===== src/rtl/toggle_event_decoder.sv =====
// toggle_event_decoder
//   Receive side of a toggle-encoded event line. A remote T flip-flop turns
//   event pulses into level changes. This block turns them back into events:
//   - synchronises t_in into the c clock domain,
//   - emits a one-cycle pulse for each level change,
//   - counts unconsumed events in a saturating counter,
//   - hands the count to a consumer over a valid/ready handshake.
//
// Ports
//   c         in   clock, rising edge
//   rst       in   asynchronous active-high reset
//   t_in      in   toggle line, asynchronous to c
//   ev_pulse  out  one-cycle pulse per detected toggle
//   q         out  synchronised level of t_in
//   q1        out  complement of q
//   ev_valid  out  one or more events are pending
//   ev_ready  in   consumer accepts ev_count this cycle
//   ev_count  out  number of pending events, valid while ev_valid=1
//   overflow  out  sticky flag, an event was lost to saturation
//   ovf_clr   in   synchronous clear for overflow
module toggle_event_decoder #(
  parameter int   SYNC_STAGES = 2,
  parameter int   CNT_W       = 8,
  parameter logic INIT_LVL    = 1'b1
) (
  input  logic             c,
  input  logic             rst,
  input  logic             t_in,
  output logic             ev_pulse,
  output logic             q,
  output logic             q1,
  output logic             ev_valid,
  input  logic             ev_ready,
  output logic [CNT_W-1:0] ev_count,
  output logic             overflow,
  input  logic             ovf_clr
);

  localparam logic [CNT_W-1:0] CNT_ONE = CNT_W'(1);
  localparam logic [CNT_W-1:0] CNT_MAX = {CNT_W{1'b1}};

  typedef enum logic {
    IDLE = 1'b0,
    PEND = 1'b1
  } state_t;

  state_t                 state;
  logic [SYNC_STAGES-1:0] sync;
  logic                   last_lvl;
  logic                   tog;
  logic                   acc;
  logic                   at_max;

  // Synchroniser chain. q1 is kept as its own flop (fed from the stage
  // before q) so that both level outputs come straight from registers.
  always_ff @(posedge c or posedge rst) begin
    if (rst) begin
      sync <= {SYNC_STAGES{INIT_LVL}};
      q1   <= ~INIT_LVL;
    end else begin
      sync <= {sync[SYNC_STAGES-2:0], t_in};
      q1   <= ~sync[SYNC_STAGES-2];
    end
  end

  assign q = sync[SYNC_STAGES-1];

  // Edge detect, handshake accept and saturation condition.
  always_comb begin
    tog    = q ^ last_lvl;
    acc    = ev_valid & ev_ready;
    at_max = (ev_count == CNT_MAX);
  end

  // Event FSM: pulse generation, pending counter, valid flag and sticky overflow.
  // ev_count is the pending-event register itself.
  always_ff @(posedge c or posedge rst) begin
    if (rst) begin
      state    <= IDLE;
      last_lvl <= INIT_LVL;
      ev_pulse <= 1'b0;
      ev_count <= '0;
      ev_valid <= 1'b0;
      overflow <= 1'b0;
    end else begin
      last_lvl <= q;
      ev_pulse <= tog;

      // A new overflow beats a simultaneous clear.
      if (tog && !acc && at_max) begin
        overflow <= 1'b1;
      end else if (ovf_clr) begin
        overflow <= 1'b0;
      end else begin
        overflow <= overflow;
      end

      case (state)
        IDLE: begin
          if (tog) begin
            state    <= PEND;
            ev_count <= CNT_ONE;
            ev_valid <= 1'b1;
          end else begin
            state    <= IDLE;
            ev_count <= '0;
            ev_valid <= 1'b0;
          end
        end
        PEND: begin
          if (acc) begin
            // The consumer took the old count on this edge; an event arriving
            // on the same edge becomes the first of the next batch.
            if (tog) begin
              state    <= PEND;
              ev_count <= CNT_ONE;
              ev_valid <= 1'b1;
            end else begin
              state    <= IDLE;
              ev_count <= '0;
              ev_valid <= 1'b0;
            end
          end else if (tog && !at_max) begin
            ev_count <= ev_count + CNT_ONE;
          end else begin
            ev_count <= ev_count;
          end
        end
        default: begin
          state    <= IDLE;
          ev_count <= '0;
          ev_valid <= 1'b0;
        end
      endcase
    end
  end

endmodule


===== config.mk =====
export PLATFORM = sky130hd
export DESIGN_NAME = toggle_event_decoder
export DESIGN_NICKNAME = d
export VERILOG_FILES = /design/src/rtl/toggle_event_decoder.sv
export SDC_FILE = /design/constraint.sdc
export NUM_CORES = 1
export LEC_CHECK = 0
export ABC_AREA = 1
export BUFFER_PORTS_ARGS = -buffer_cell sky130_fd_sc_hd__buf_2
export CAP_MARGIN = 20
export CELL_PAD_IN_SITES_DETAIL_PLACEMENT = 0
export CELL_PAD_IN_SITES_GLOBAL_PLACEMENT = 1
export CORE_AREA = 4 4 63 65
export CTS_BUF_LIST = sky130_fd_sc_hd__clkbuf_8
export DETAILED_ROUTE_END_ITERATION = 10
export DIE_AREA = 0 0 67 69
export PLACE_DENSITY_LB_ADDON = 0.25
export REMOVE_ABC_BUFFERS = 1
export SETUP_SLACK_MARGIN = 0.1
export SYNTH_ARGS = -nofsm -noshare
export SYNTH_HDL_FRONTEND = slang
export SYNTH_SLANG_ARGS = --single-unit

===== constraint.sdc =====
create_clock -name c -period 1.1 [get_ports c]
set_input_delay 0.11 -clock c [delete_from_list [all_inputs] [get_ports c]]
set_output_delay 0.11 -clock c [all_outputs]
set_load 0.05 [all_outputs]

==> impl_results.md <==
* Final hold violation count at 0
* Worst Tran Pin Value at approximately 0.25 ns
* Slew Limit Fails at 0
* Starting DRC count in detailed routing at 20
* Initial antenna violation count at 0
* Clk sinks at 16
* CTS tree: built
* Failing checks: setup timing
* R2r startpoint: ev_count[0]
* Routed Antenna Nets at 0
* DRC at 0
* Overall Power at around 2.8 mW
* Min-Delay Startpoint: ovf_clr
* Flop pwr share at 0.303
* Vias in the first global route at between 800 and 900
* Starting density of the core at 0.246
* Layout area overhead at 83.5%
* Syn Inst Count at between 100 and 150
* Synthesized cell area at approximately 820 sq um
* Syn_area_per_cell at a little under 8 sq um
* FF+latch count, synth at 16
* Rows at 21
* Synth unique cells at 18
* CP Cell Sequence: buf_4, buf_8
* CP Data Arrival Time at between 1 and 1.5 ns
* Outcome: finished, violations left
* Sink of the worst hold path: overflow
* # IOs at 18
* Pwr Density at 1850 nW/um^2
* Total GRT Usage at 0.101
* Fillers at between 300 and 400
* DP HPWL at 1530 um
* Maximum VDD drop at approximately 0.55 mV
* Total number of vias at between 800 and 900
* Final worst path period share at 1.08
* Leak at 0.765 nW
* RSZ-0062 raised after global routing: true
* Clock power share at 0.185
* Global-route wire length before repair at 3710 um
* Max frequency at ~0.84 GHz
* H-tree depth at 1
* Number of inserted diodes at 0
* Register area share after synthesis at 0.493
* Worst r2r path cells at 8
* R2R setup slack at -0.09 ns
* HP Class: input pin to register
* Worst Path Buf+Inv at 2
* Clock Tree Buf Depth at 2
* CORE AREA at 3340 sq um
* Internal at ~1.7 mW
* Remaining global-route overflow at 0
* Top post-synthesis cells by area: dfrtp_1 40%, nand2_1 14%, nand3_1 9.8%
* Post-synth top area share at 0.397
* Final setup violation count at 12
* Final WL at between 2000 and 2500 um
* CP Data Required Time at roughly 1 ns
* CP delay by family, top: flip-flops
* Buffers added on ports at 17
* Die footprint at about 4600 sq um
* Design Area, Final at ~1500 sq um
* Comb power frac at 0.512
* Switching Fraction at 0.392
* Vias per std cell at between 4 and 5
* Crit Path Category: register to output port
* Final nets at about 160
* Switching power at between 1 and 1.5 mW
* Critical path's slowest cell: dfstp_2
* CP max FO at 3
* Area leader, netlist: dfrtp_1
* Max-cap violation count at 0
* Drt pass-1 iters at 4
* Reg-to-Reg End: ev_count[2]
* Ratio of cells with drive above 1 in the final layout at 0.523
* Yosys warns at 0
* Pin count of the biggest net entering global routing at 17
* Clock skew at 0.00201 ns
* Startpoint Class: register
* Worst stage delay on the critical path at 0.57 ns
* Crit. End Element: output port
* Worst-Skew Late Latency at between 0.2 and 0.25 ns
* CTS Buf Count at 3
* Root Buffer: clkbuf_8
* Die height at approximately 69 um
* Worst-path clk slew at 0.06 ns
* Worst rel slew slack at 0.834
* Mean routed wirelength per cell at 10.9 um
* Placer Congestion at ~0.74
* Die X at approximately 67 um
* Hold path depth at 2
* Fin crit period at between 1 and 1.5 ns
* Placement Cell Area at about 1100 sq um
* Final worst slack at -0.0883 ns
## what timing repair did
action	4_1_cts	5_1_grt
gates resized for setup	51	17
endpoints found under the setup margin	21	22
setup buffers	4	8
hold endpoints to repair	14	0
hold buffers	2	0
pin swaps	6	11
## flip-flops by register name (all words and copies together) (netlist names)
name	count
state	1
last_lvl	1
overflow	1
ev_count	8
ev_pulse	1
ev_valid	1
sync	2
q1	1
## cells in the final DEF (no fill, tap or decap)
master / instances
nor2_1: 10
dfstp_2: 3
nand2_8: 2
buf_6: 14
buf_2: 7
clkbuf_8: 4
nand3_1: 11
inv_1: 10
buf_8: 8
nand2_2: 2
ha_4: 1
nor2_2: 1
inv_2: 5
o22ai_2: 1
dfrtp_1: 11
o21ai_2: 1
nand3_2: 5
nand4_1: 3
or2_4: 1
nand3b_1: 1
buf_4: 18
nand2_1: 26
nand3_4: 2
nand2_4: 4
dfrtp_2: 2
dlygate4sd3_1: 2
## through the flow
step                      std cells  setup slack (ns)  hold WS (ns)   util  TNS, ns
after global placement          186            -0.150         0.125  0.333    -1.03
after detailed placement        186            -0.150         0.135  0.333    -1.03
after CTS                       196           -0.0793        0.0536  0.420   -0.596
after global routing            201            -0.148        0.0614  0.451    -1.45
after floorplan                 102            -0.471        0.0216      -    -4.04
final                           201           -0.0883        0.0586  0.451   -0.723
## worst reg2reg max path, delay by kind of cell, from the launching register on
| family | cells | cell delay [ns] |
|---|---|---|
| and+or+nand+nor | 6 | 0.42 |
| DFF | 1 | 0.41 |
| adders and majority gates | 1 | 0.18 |
| buffers and inverters | 1 | 0.07 |
## worst max path at each step
| stage | from | end | cells after the start |
|---|---|---|---|
| 2_1_floorplan | ev_count[0] | ev_count[3] | 8 |
| 3_3_place_gp | ev_count[0] | ev_count[2] | 6 |
| 3_5_place_dp | ev_count[0] | ev_count[2] | 6 |
| 4_1_cts | ev_count[1] | ev_count[2] | 8 |
| 5_1_grt | ev_count[0] | ev_count[2] | 8 |
| 6_report | sync[1] | q | 2 |
## per-layer routing
metal,up-vias,wire (um),track usage
met4,0,13,0.0338
met3,2,104,0.0179
met1,411,904,0.129
li1,433,-,-
met2,17,1170,0.169
met5,-,0,0
## kinds of logic (layout without fill, tap and decap cells)
family	Yosys count	after routing	share of synthesized area
AOI/OAI and AO/OA	2	2	0.0183
and+or+nand+nor	68	68	0.395
buffers and inverters	16	68	0.0779
DFF	16	16	0.493
adders and majority gates	1	1	0.0153
## power by group through the flow
stage / Sequential (mW) / Combinational, mW / Clock (mW)
3_5_place_dp: 0.803 / 0.999 / 0
3_3_place_gp: 0.801 / 1.01 / 0
5_1_grt: 0.860 / 1.53 / 0.559
2_1_floorplan: 1.15 / 0.277 / 0
4_1_cts: 0.834 / 1.30 / 0.535
6_report: 0.842 / 1.42 / 0.515
## cell type report
cell class	count	area, sq um	area share
sequential	16	407	0.270
inverter	15	56.3	0.0374
timing repair buffer	49	468	0.311
tap	46	57.6	0.0383
multi-input combinational	71	460	0.306
clock buffer	4	55.1	0.0366
## Yosys cell counts
library cell  count
nand2_1          30
nand3_1          16
inv_1            14
dfrtp_1          13
nor2_1           10
dfstp_2           3
nand4_1           3
nand2_2           2
nand2_4           2
nand3_2           2
buf_4             1
ha_1              1
inv_2             1
nand3b_1          1
nor2_2            1
o21ai_2           1
o22ai_1           1
or2_2             1
Note: power is estimated with default switching activity, not from simulation.
